**src/rtl/seq_comp_pkg.sv**
```systemverilog
// Shared types and sizing helpers for the chunk-serial magnitude comparator.
// Sizing helpers let the top derive its widths from its own WIDTH/CHUNK parameters.
package seq_comp_pkg;

  typedef enum logic [1:0] {
    IDLE,
    SCAN,
    DONE
  } state_t;

  localparam int WIDTH_DEF = 16;
  localparam int CHUNK_DEF = 4;
  localparam int NCHUNK    = WIDTH_DEF / CHUNK_DEF;
  localparam int CNT_W     = $clog2(NCHUNK) + 1;

  // Registered result; exactly one field is set once a compare has finished.
  typedef struct packed {
    logic eq;
    logic gt;
    logic lt;
  } cmp_res_t;

  localparam cmp_res_t RES_NONE = '0;

  function automatic int nchunk_of(input int width, input int chunk);
    return width / chunk;
  endfunction

  function automatic int cnt_w_of(input int width, input int chunk);
    return $clog2(width / chunk) + 1;
  endfunction

  function automatic int idx_w_of(input int width, input int chunk);
    return (width / chunk > 1) ? $clog2(width / chunk) : 1;
  endfunction

endpackage

```
**src/rtl/seq_comp_chunk_cmp.sv**
```systemverilog
// Combinational unsigned compare of one CHUNK-wide slice of each operand.
module chunk_cmp #(
  parameter int W = 4
) (
  input  logic [W-1:0] a,
  input  logic [W-1:0] b,
  output logic         eq,
  output logic         gt,
  output logic         lt
);

  assign eq = (a == b);
  assign gt = (a > b);
  assign lt = (a < b);

endmodule

```
**src/rtl/seq_comp.sv**
```systemverilog
// Multi-cycle magnitude comparator: scans operands one chunk per cycle from the
// MSB end and stops at the first differing chunk.
module seq_comp
  import seq_comp_pkg::*;
#(
  parameter int WIDTH = WIDTH_DEF,
  parameter int CHUNK = CHUNK_DEF
) (
  input  logic                           clk,
  input  logic                           rst,
  input  logic [WIDTH-1:0]               a,
  input  logic [WIDTH-1:0]               b,
  input  logic                           sgn,
  input  logic                           in_valid,
  output logic                           in_ready,
  output logic                           eq,
  output logic                           gt,
  output logic                           lt,
  output logic [$clog2(WIDTH/CHUNK):0]   cycles,
  output logic                           out_valid,
  input  logic                           out_ready
);

  localparam int NUM_CHUNKS = nchunk_of(WIDTH, CHUNK);
  localparam int CYC_W      = cnt_w_of(WIDTH, CHUNK);
  localparam int IDX_W      = idx_w_of(WIDTH, CHUNK);

  state_t           state, state_nxt;
  logic [WIDTH-1:0] a_q, b_q;
  logic [IDX_W-1:0] idx;
  logic [CYC_W-1:0] cnt;
  cmp_res_t         res;

  logic [CHUNK-1:0] a_chunks [NUM_CHUNKS];
  logic [CHUNK-1:0] b_chunks [NUM_CHUNKS];
  logic [CHUNK-1:0] a_cur, b_cur;
  logic             c_eq, c_gt, c_lt;

  for (genvar g = 0; g < NUM_CHUNKS; g++) begin : g_split
    assign a_chunks[g] = a_q[g*CHUNK +: CHUNK];
    assign b_chunks[g] = b_q[g*CHUNK +: CHUNK];
  end

  always_comb begin
    a_cur = '0;
    b_cur = '0;
    for (int i = 0; i < NUM_CHUNKS; i++) begin
      if (idx == IDX_W'(i)) begin
        a_cur = a_chunks[i];
        b_cur = b_chunks[i];
      end
    end
  end

  chunk_cmp #(.W(CHUNK)) u_chunk_cmp (
    .a  (a_cur),
    .b  (b_cur),
    .eq (c_eq),
    .gt (c_gt),
    .lt (c_lt)
  );

  always_ff @(posedge clk) begin
    if (rst) state <= IDLE;
    else     state <= state_nxt;
  end

  always_comb begin
    state_nxt = state;
    unique case (state)
      IDLE:    if (in_valid) state_nxt = SCAN;
      SCAN:    if (!c_eq || idx == '0) state_nxt = DONE;
      DONE:    if (out_ready) state_nxt = IDLE;
      default: state_nxt = IDLE;
    endcase
  end

  // Flipping the sign bit maps two's-complement order onto unsigned order,
  // so the scan itself never needs to know about signedness.
  always_ff @(posedge clk) begin
    if (rst) begin
      a_q <= '0;
      b_q <= '0;
      idx <= '0;
      cnt <= '0;
      res <= RES_NONE;
    end else begin
      unique case (state)
        IDLE: begin
          if (in_valid) begin
            a_q <= a ^ {sgn, {(WIDTH-1){1'b0}}};
            b_q <= b ^ {sgn, {(WIDTH-1){1'b0}}};
            idx <= IDX_W'(NUM_CHUNKS - 1);
            cnt <= '0;
            res <= RES_NONE;
          end
        end
        SCAN: begin
          cnt <= cnt + CYC_W'(1);
          if (!c_eq)            res <= '{eq: 1'b0, gt: c_gt, lt: c_lt};
          else if (idx == '0)   res <= '{eq: 1'b1, gt: 1'b0, lt: 1'b0};
          else                  idx <= idx - IDX_W'(1);
        end
        DONE: begin
          if (out_ready) begin
            res <= RES_NONE;
            cnt <= '0;
          end
        end
        default: ;
      endcase
    end
  end

  always_comb begin
    in_ready  = (state == IDLE);
    out_valid = (state == DONE);
    eq        = 1'b0;
    gt        = 1'b0;
    lt        = 1'b0;
    cycles    = '0;
    if (state == DONE) begin
      eq     = res.eq;
      gt     = res.gt;
      lt     = res.lt;
      cycles = cnt;
    end
  end

endmodule

```
**config.mk**
```make
export PLATFORM = sky130hd
export DESIGN_NAME = seq_comp
export DESIGN_NICKNAME = d
export VERILOG_FILES = /design/src/rtl/seq_comp_pkg.sv /design/src/rtl/seq_comp_chunk_cmp.sv /design/src/rtl/seq_comp.sv
export SDC_FILE = /design/constraint.sdc
export NUM_CORES = 1
export LEC_CHECK = 0
export ABC_CLOCK_PERIOD_IN_PS = 2800
export BUFFER_PORTS_ARGS = -buffer_cell sky130_fd_sc_hd__buf_2
export CAP_MARGIN = 15
export CORE_ASPECT_RATIO = 0.8
export CORE_MARGIN = 3
export CORE_UTILIZATION = 55
export CTS_BUF_LIST = sky130_fd_sc_hd__clkbuf_4
export CTS_CLUSTER_SIZE = 25
export DETAILED_ROUTE_END_ITERATION = 7
export GPL_TIMING_DRIVEN = 0
export PLACE_DENSITY = 0.8
export SLEW_MARGIN = 20
export SYNTH_ARGS = -nofsm -noshare
export SYNTH_HDL_FRONTEND = slang
export SYNTH_HIERARCHICAL = 1
export SYNTH_SLANG_ARGS = --single-unit
export TNS_END_PERCENT = 100
```
**constraint.sdc**
```tcl
create_clock -name clk -period 2.8 [get_ports clk]
set_clock_uncertainty 0.05 [all_clocks]
set_input_delay 0.56 -clock clk [delete_from_list [all_inputs] [get_ports clk]]
set_output_delay 0.56 -clock clk [all_outputs]
set_load 0.01 [all_outputs]
```
Yosys cells after proc, flatten, opt, wreduce, memory -nomap -nowiden:

Index checks and enable logic that the tools add are counted.
W data, S select, Z words.

* register bits after elaboration: 42
* latch bits: 0
* bits in writable memories: 0
* ROM bits: 0
* input bits: 37
* output and inout bits: 8
* memories kept: 0

* $add $sub $neg: 2
* multiply operators: 0
* divide/modulo/power cells: 0
* magnitude comparators: 2
* eq/ne operators: 12
* shift-type cells: 0
* muxes and demuxes: 26
* bitwise logic cells: 2
* reduce and logical (&&, ||, !) cells: 11

Operator list (count)
* $mux W4: 8
* $xor A16 B16 Y16: 2
* $pmux W3 S3: 2
* $mux W3: 5
* $mux W2: 6
* $ne A2 B2 Y1 const B: 4
* $reduce_and A4 Y1: 2
* $eq A2 B2 Y1 const B: 3
* $pmux W2 S3: 1
* $reduce_and A3 Y1: 2
* $eq A2 B1 Y1 const B: 2
* $eq A4 B4 Y1: 1
* $gt A4 B4 Y1: 1
* $logic_not A2 Y1: 2
* $lt A4 B4 Y1: 1
* $pmux W2 S2: 1
* $add A3 B1 Y3 const B: 1
* $mux W1: 3
* $ne A3 B3 Y1 const B: 1
* $reduce_bool A3 Y1: 1
* $ne A2 B1 Y1 const B: 1
* $reduce_and A2 Y1: 1
* $reduce_bool A2 Y1: 1
* $sub A2 B1 Y2 const B: 1
* other kinds (2): 2

Longest topological paths before layout:

Gate-level depths: netlist of run 1.

* word-level depth: 10
* mapped depth: 14

Hierarchy:

Netlist of run 1, hierarchy kept.

Modules (own cells, without submodules)
* seq_comp: times used 1, cells an instance 255, area an instance 1999.4 um^2, seq. area each 840.8 um^2
* chunk_cmp: times used 1, cells an instance 16, area an instance 128.9 um^2, seq. area each 0.0 um^2

Worst setup path before layout of run 1:

Ideal clock, no wire load.

* path type: register to register
* start point: register idx[0]
* end point: register res[0] in the netlist's numbering
* arrival: 2398 ps
* setup slack: 292 ps
* stages on the path, launching flop included: 13
* path through: dfxtp_1 -> inv_1 -> ha_1 -> clkbuf_1 -> buf_2 -> a21oi_1 -> a22o_1 -> ha_1 -> nand2_1 -> nor2_1 -> nand2b_1 -> a221oi_2 -> a22o_1

* longest elaborated chain between the ends: 8
* elaborated cells on any way between the ends: 18
* classes of those cells: order compare (1); eq/ne (5); mux (10); reduce/logical (2)

Ends and longest elaborated chain
* start: declaration: line seq_comp.sv:30 `logic [IDX_W-1:0] idx;`
* start signal: assignment: line seq_comp.sv:93 `idx <= IDX_W'(NUM_CHUNKS - 1);`
* start signal: assignment: line seq_comp.sv:102 `else idx <= idx - IDX_W'(1);`
* $logic_not A2 Y1: line seq_comp.sv:48 `if (idx == IDX_W'(i)) begin`
* $mux W4 (3 in a row): line seq_comp.sv:48
* $mux W4 (*): line seq_comp.sv:48
* named net a_cur[3]: line seq_comp.sv:36 `logic [CHUNK-1:0] a_cur, b_cur;`
* $eq A4 B4 Y1 (*): line seq_comp_chunk_cmp.sv:12 `assign eq = (a == b);`
* named net c_eq: line seq_comp.sv:37 `logic c_eq, c_gt, c_lt;`
* $ne A3 B3 Y1 (no line) / $mux W3 (equally long branches)
* $reduce_and A4 Y1 (no line) / $pmux W3 S3 (equally long branches)
* end signal: assignment: line seq_comp.sv:100 `if (!c_eq) res <= '{eq: 1'b0, gt: c_gt, lt: c_lt};`
* end signal: assignment: line seq_comp.sv:101 `else if (idx == '0) res <= '{eq: 1'b1, gt: 1'b0, lt: 1'b0};`
* end: declaration: line seq_comp.sv:32 `cmp_res_t res;`

The timed path passes the listed nets; every way through them passes the cells marked *.
A chain may end at the register's enable or synchronous reset.

Worst setup path in the final report of run 1:

* start point: register idx[0]
* end point: register res[1] in the netlist's numbering

Same word-level chain as after synthesis.

==> results.md, run 1 <==
* Critical path launch point type: flop
* Cts hold-fix bufs at 0
* Commonest non-fill, non-tap cell in the layout: sky130_fd_sc_hd__nand2_1
* Logic depth of the worst path, buffers included at 12
* Number of DRC markers after the initial detailed-route iteration at 108
* Detailed-route wire length per cell at 13.44 um
* Syn_area_per_cell at 7.853 sq um
* Share of synthesized flip-flops with an asynchronous set or reset at 0%
* Maximum VDD drop at 0.4060 mV
* Leakage power of the design at 1.070 nW
* CP required at 3060 ps
* Maximum level of the CTS H-tree at 2
* Most frequent cells in the layout: 71 x sky130_fd_sc_hd__nand2_1, 50 x sky130_fd_sc_hd__a21oi_1, 49 x sky130_fd_sc_hd__buf_2, 41 x sky130_fd_sc_hd__dfxtp_1, 16 x sky130_fd_sc_hd__inv_1
* Min-delay worst type: in -> reg
* Final hold violations at 0
* DRC violation count after routing at 0
* Pin count of the biggest net entering global routing at 14
* Max Clk Rate at 383.9 MHz
* Number of nets produced by synthesis at 317
* Post-layout worst setup margin at 195.4 ps
* Antenna violations before repair at 0
* Root buffer selected by CTS: sky130_fd_sc_hd__clkbuf_4
* Number of placed cells counting well taps at 356
* Number of buffers on the longest clock path at 2
* Relative slew slack at 67.15%
* Max capacitance violation total at 0
* Number of antenna cells inserted at 0
* Main synth FF type: sky130_fd_sc_hd__dfxtp_1
* Setup slack, reg-to-reg at 200 ps
* Endpoint of the lowest-slack register-to-register path: res[1]
* Die area at 4657 sq um
* Proportion of synthesized chip area in sequential cells at 39.51%
* Highest cell delay on the worst timing path at 410 ps
* Data arrival, critical path at 2860 ps
* Number of buffers added by the clock tree synthesis step at 5
* Result of the run: finished clean
* DP Worst Slack at -152.3 ps
* First-pass DRT Iterations at 4
* Overall routing resource usage at 22.48%
* Number of antenna-violating nets in the routed design at 0
* Reg2Reg Depth at 12
* Count of synthesis-stage warnings from yosys at 6
* Clock insertion delay at the later pin of the skew report at 370 ps
* TritonCTS clock tree: done
* Routability Congestion at 0.8083
* Clock edge transition at the registers on the reported setup and hold paths at 130 ps
* Final cell utilization of the core at 69.82%
* Fraction of layout instances using a drive strength above 1 at 24.84%
* Clock sink total at 42
* Beginning of the worst hold path: a[2]
* Area added between synthesis and finish at 16.99%
* Cell Area, Synth at 2128 sq um
* Detailed placer's ending HPWL at 3648 um
* Row count at 19
* Count of distinct cell types in the synthesized netlist at 33
* Detailed-route vias per instance at 5.354
* Least-Margin Pin Slew at 492.7 ps
* Final cycle utilization of the critical path at 93.02%
* Slowest stage cell on the critical path: sky130_fd_sc_hd__dfxtp_2
* Number of placed I/O pins at 45
* Pwr Total at 1.438 mW
* Total cell area at the placement stage at 2396 sq um
* Total via count after detailed routing at 1949
* Post-Route Setup TNS at 0 ps
* Horiz. Die Dim at 75.55 um
* Quantity of I/O buffers inserted on ports at 43
* Initial cell density of the core at 59.68%
* Power Density at 577.6 nW/um^2
* Biggest fanout along the worst timing path at 10
* Type of element capturing the critical path: flop
* Type of the worst setup path: reg -> reg
* Filler instances at 324
* Critical path cell sequence: inv_1 > ha_1 > clkbuf_4 > nand2_1 > o21ai_0 > a22o_1 > ha_1 > nand2_1 > nor2_4 > nand2b_1 > a221oi_2 > a22o_1
* Via count of the first global-routing pass at 1735
* Global-route wire length before repair at 7714 um
* Synth Register Bits at 42
* Capture point of the critical path: res[1]
* Final-stage net count at 367
* Die Height at 61.64 um
* Start of the worst register-to-register path: idx[0]
* Global route total overflow at 0
* Top delay family on crit path: compound AO/OA/AOI/OAI gates
* Non-filler cells in the finished layout at 364
* Number of synthesized flops with an enable pin at 0
* Cells after synthesis at 271
* Combined buffer and inverter count along the critical path at 2
* Final design instance area without fill at 2490 sq um
* Worst hold slack across all endpoints at 361.5 ps
* Total wirelength of the detailed-routed design at 4892 um
* Setup violators final at 0
* Final Max Tran Viols at 0
* Core area at 3566 sq um
* Min Clock Period, post-route at 2605 ps
* Worst setup path startpoint: idx[0]
[routing by layer]
| layer | track usage [%] | up-vias | wire (um) | share of wire, % |
|---|---|---|---|---|
| met1 | 31.98 | 892 | 2495 | 51 |
| met3 | 5.057 | 8 | 242 | 4.9 |
| li1 | - | 1003 | - | - |
| met4 | 9.227 | 0 | 77 | 1.6 |
| met2 | 32.84 | 46 | 2076 | 42 |
| met5 | 0 | - | 0 | 0 |
[cells in the mapped netlist (2+ instances only)]
cell type                   n  area [sq um]
sky130_fd_sc_hd__nor2_1     9         33.78
sky130_fd_sc_hd__a211oi_1   4         30.03
sky130_fd_sc_hd__inv_1     16         60.06
sky130_fd_sc_hd__buf_6      5         56.30
sky130_fd_sc_hd__buf_2      8         40.04
sky130_fd_sc_hd__ha_1       9         112.6
sky130_fd_sc_hd__xnor2_1    2         17.52
sky130_fd_sc_hd__clkbuf_1   7         26.28
sky130_fd_sc_hd__a22o_1    10         87.58
sky130_fd_sc_hd__dfxtp_1   42         840.8
sky130_fd_sc_hd__and2_1     7         43.79
sky130_fd_sc_hd__nand2_1   71         266.5
sky130_fd_sc_hd__nand2b_1   3         18.77
sky130_fd_sc_hd__o21ai_0    9         45.04
sky130_fd_sc_hd__a21oi_1   50         250.2
sky130_fd_sc_hd__nor2b_1    2         12.51
[where the power goes]
| group | leakage, nW | switching [mW] | internal, mW |
|---|---|---|---|
| clock | 0.0286 | 0.209 | 0.0935 |
| combinational | 0.697 | 0.249 | 0.211 |
| sequential | 0.345 | 0.0289 | 0.646 |
[cell families (layout without fill, tap and decap cells)]
family	count (synthesis)	after routing	share of synthesized area (%)
xor+xnor	2	2	0.8232
fa+ha+maj	9	9	5.291
flops	42	42	39.51
compound gates	82	82	23.93
mux	1	1	0.7053
simple gates	98	98	20.81
buf+inv	37	88	8.936
[tightest hold or removal path: stages]
cell and delay, ps:
sky130_fd_sc_hd__buf_2 100, sky130_fd_sc_hd__nand2_1 40, sky130_fd_sc_hd__a21oi_1 50
[sequential cells by signal, summed over array words and instances (netlist names)]
name   cells
cnt        3
res        3
b_q       16
a_q       16
idx        2
state      2
[cell type report]
class                   instances  area [sq um]  share of cell area, %
flip-flops and latches         42         842.1                  33.82
well taps                      42         52.55                  2.111
plain buffers                  19         131.4                  5.276
repair buffers                 45         230.2                  9.246
clock buffers                   5         37.54                  1.508
multi-input cells             192          1120                  44.97
clock inverters                 3         16.27                 0.6533
inverters                      16         60.06                  2.412
[worst min-delay path by stage]
stage | to | slack, ps | cells after the start
finish | a_q[2] | 360 | 3
global route | a_q[2] | 340 | 3
CTS | a_q[2] | 350 | 3
detailed placement | b_q[0] | 400 | 2
global placement | a_q[11] | 390 | 2
floorplan | a_q[10] | 390 | 2
[repair_timing]
item,CTS,global route
pin swaps,0,2
setup buffers,0,2
hold endpoints to repair,0,0
gates resized for setup,3,9
endpoints found under the setup margin,6,5
(Power assumes the default switching activity.)
==> run 2: changes to the inputs <==
Settings changed: MAX_ROUTING_LAYER set to met4.
==> run 2 against run 1 <==
Net effect:
- global-route usage rose by 0.71 points
- utilization did not move
- worst setup slack better by 1.8 ps
- sequential cell count unchanged
- sequential power hardly changed
- highest routed layer unchanged
- non-clock buffer count unchanged
- total power is essentially flat
- critical path depth stayed put
- die area did not move
- first-iteration DRC count decreased by 2.8%
- routed wire length about the same
==> results.md, run 2 (synthesis gave the netlist of run 1 again) <==
* Result of the run: finished clean
* Pin count of the biggest net entering global routing at 14 (unchanged)
* Number of buffers added by the clock tree synthesis step at 5 (unchanged)
* Filler instances at 324 (unchanged)
* Final design instance area without fill at 2490 sq um (unchanged)
* Quantity of I/O buffers inserted on ports at 43 (unchanged)
* TritonCTS clock tree: done
* Die area at 4657 sq um (unchanged)
* Routability Congestion at 0.8201 (+1.5%)
* Final cycle utilization of the critical path at 92.96% (about the same)
* Number of placed I/O pins at 45 (unchanged)
* Min Clock Period, post-route at 2603 ps (-1.798 ps)
* FF+latch area at 842.1 sq um (unchanged)
* Detailed placer's ending HPWL at 3648 um (unchanged)
* Commonest non-fill, non-tap cell in the layout: sky130_fd_sc_hd__nand2_1
* Via count of the first global-routing pass at 1734 (-0.058%)
* Start of the worst register-to-register path: idx[0]
* Number of antenna-violating nets in the routed design at 0 (unchanged)
* Core area at 3566 sq um (unchanged)
* CP required at 3060 ps (about the same)
* Max Clk Rate at 384.2 MHz (about the same)
* Detailed-route vias per instance at 5.321 (-0.62%)
* Final hold violations at 0 (unchanged)
* Total via count after detailed routing at 1937 (-0.62%)
* Biggest fanout along the worst timing path at 10 (unchanged)
* Power Density at 577.7 nW/um^2 (about the same)
* Leakage power of the design at 1.070 nW (unchanged)
* Post-Route Setup TNS at 0 ps (unchanged)
* First-pass DRT Iterations at 4 (unchanged)
* Number of DRC markers after the initial detailed-route iteration at 105 (-2.8%)
* Clock edge transition at the registers on the reported setup and hold paths at 130 ps (about the same)
* Combined buffer and inverter count along the critical path at 2 (unchanged)
* Number of antenna cells inserted at 0 (unchanged)
* Final-stage net count at 367 (unchanged)
* Worst hold slack across all endpoints at 360.6 ps (-0.9590 ps)
* Data arrival, critical path at 2860 ps (about the same)
* Total cell area at the placement stage at 2396 sq um (unchanged)
* Global route total overflow at 0 (unchanged)
* Relative slew slack at 67.16% (about the same)
* Type of element capturing the critical path: flop
* Max capacitance violation total at 0 (unchanged)
* Logic depth of the worst path, buffers included at 12 (unchanged)
* Clock sink total at 42 (unchanged)
* Setup violators final at 0 (unchanged)
* Critical path launch point type: flop
* Slowest stage cell on the critical path: sky130_fd_sc_hd__dfxtp_2
* Reg2Reg Depth at 12 (unchanged)
* Area occupied by multi-input gates at 1120 sq um (unchanged)
* Root buffer selected by CTS: sky130_fd_sc_hd__clkbuf_4
* Final cell utilization of the core at 69.82% (unchanged)
* Least-Margin Pin Slew at 492.7 ps (-0.03695 ps)
* Worst setup path startpoint: idx[0]
* Detailed-route wire length per cell at 13.43 um (about the same)
* Maximum level of the CTS H-tree at 2 (unchanged)
* Maximum VDD drop at 0.4059 mV (about the same)
* Initial cell density of the core at 59.68% (unchanged)
* Beginning of the worst hold path: a[2]
* Biggest regs: a_q: 16 flops, b_q: 16 flops
* Cts hold-fix bufs at 0 (unchanged)
* Row count at 19 (unchanged)
* Global-route wire length before repair at 7700 um (-0.18%)
* DRC violation count after routing at 0 (unchanged)
* Min-delay worst type: in -> reg
* Die Height at 61.64 um (unchanged)
* Area added between synthesis and finish at 16.99% (unchanged)
* Final Max Tran Viols at 0 (unchanged)
* Type of the worst setup path: reg -> reg
* Capture point of the critical path: res[1]
* Most frequent cells in the layout: 71 x sky130_fd_sc_hd__nand2_1, 50 x sky130_fd_sc_hd__a21oi_1, 49 x sky130_fd_sc_hd__buf_2, 41 x sky130_fd_sc_hd__dfxtp_1, 16 x sky130_fd_sc_hd__inv_1
* Setup slack, reg-to-reg at 200 ps (about the same)
* Horiz. Die Dim at 75.55 um (unchanged)
* Pwr Total at 1.438 mW (about the same)
* Total wirelength of the detailed-routed design at 4889 um (about the same)
* Antenna violations before repair at 0 (unchanged)
* Number of buffers on the longest clock path at 2 (unchanged)
* Top delay family on crit path: compound AO/OA/AOI/OAI gates
* Fraction of layout instances using a drive strength above 1 at 24.84% (unchanged)
* Highest cell delay on the worst timing path at 410 ps (about the same)
* Endpoint of the lowest-slack register-to-register path: res[1]
* Critical path cell sequence: inv_1 > ha_1 > clkbuf_4 > nand2_1 > o21ai_0 > a22o_1 > ha_1 > nand2_1 > nor2_4 > nand2b_1 > a221oi_2 > a22o_1
* Clock insertion delay at the later pin of the skew report at 370 ps (about the same)
* Overall routing resource usage at 23.19% (+0.71 points)
run 2: cell counts in the layout (fill, tap and decap cells not counted):
No cell type changed its count.
run 2: worst register-to-register path, stage by stage, from the launching register on:
cell	delay [ps]
sky130_fd_sc_hd__dfxtp_2	410
sky130_fd_sc_hd__inv_1	90
sky130_fd_sc_hd__ha_1	220
sky130_fd_sc_hd__clkbuf_4	190
sky130_fd_sc_hd__nand2_1	70
sky130_fd_sc_hd__o21ai_0	140
sky130_fd_sc_hd__a22o_1	220
sky130_fd_sc_hd__ha_1	290
sky130_fd_sc_hd__nand2_1	80
sky130_fd_sc_hd__nor2_4	180
sky130_fd_sc_hd__nand2b_1	120
sky130_fd_sc_hd__a221oi_2	300
sky130_fd_sc_hd__a22o_1	180
run 2: what timing repair did:
item	in CTS	in global routing
resized for setup	3	9
endpoints found under the setup margin	6	5
pin swaps	0	2
buffers inserted	0	2
run 2: layout make-up:
class	instances	area share, %
Multi-Input combinational cell	192	44.97
Sequential cell	42	33.82
Tap cell	42	2.111
Inverter	16	2.412
Clock buffer	5	1.508
Clock inverter	3	0.6533
Timing Repair Buffer	45	9.246
Buffer	19	5.276
run 2: how the worst min path moves through the flow:
| stage | endpoint | depth (start not counted) |
|---|---|---|
| finish | a_q[2] | 3 |
| global route | a_q[2] | 3 |
| CTS | a_q[2] | 3 |
| detailed placement | b_q[0] | 2 |
| global placement | a_q[11] | 2 |
| floorplan | a_q[10] | 2 |
run 2: where the power goes:
part	total (mW)	leakage (nW)	switching, mW	internal, mW
Sequential	0.675	0.345	0.0290	0.646
Clock	0.303	0.0286	0.209	0.0935
Combinational	0.460	0.697	0.249	0.211
run 2: routing by layer:
layer | vias to the layer above | routed length, um | global-route usage (%)
met2 | 40 | 2080 | 32.96
met1 | 889 | 2513 | 31.88
li1 | 1000 | - | -
met5 | - | 0 | -
met3 | 8 | 218 | 5.057
met4 | 0 | 77 | 9.227
run 2: per-stage QoR:
step                setup WS, ps  cells
floorplan                  292.0    271
global placement          -90.20    356
detailed placement        -152.3    356
CTS                        50.34    363
global route              -14.20    364
finish                     197.2    364
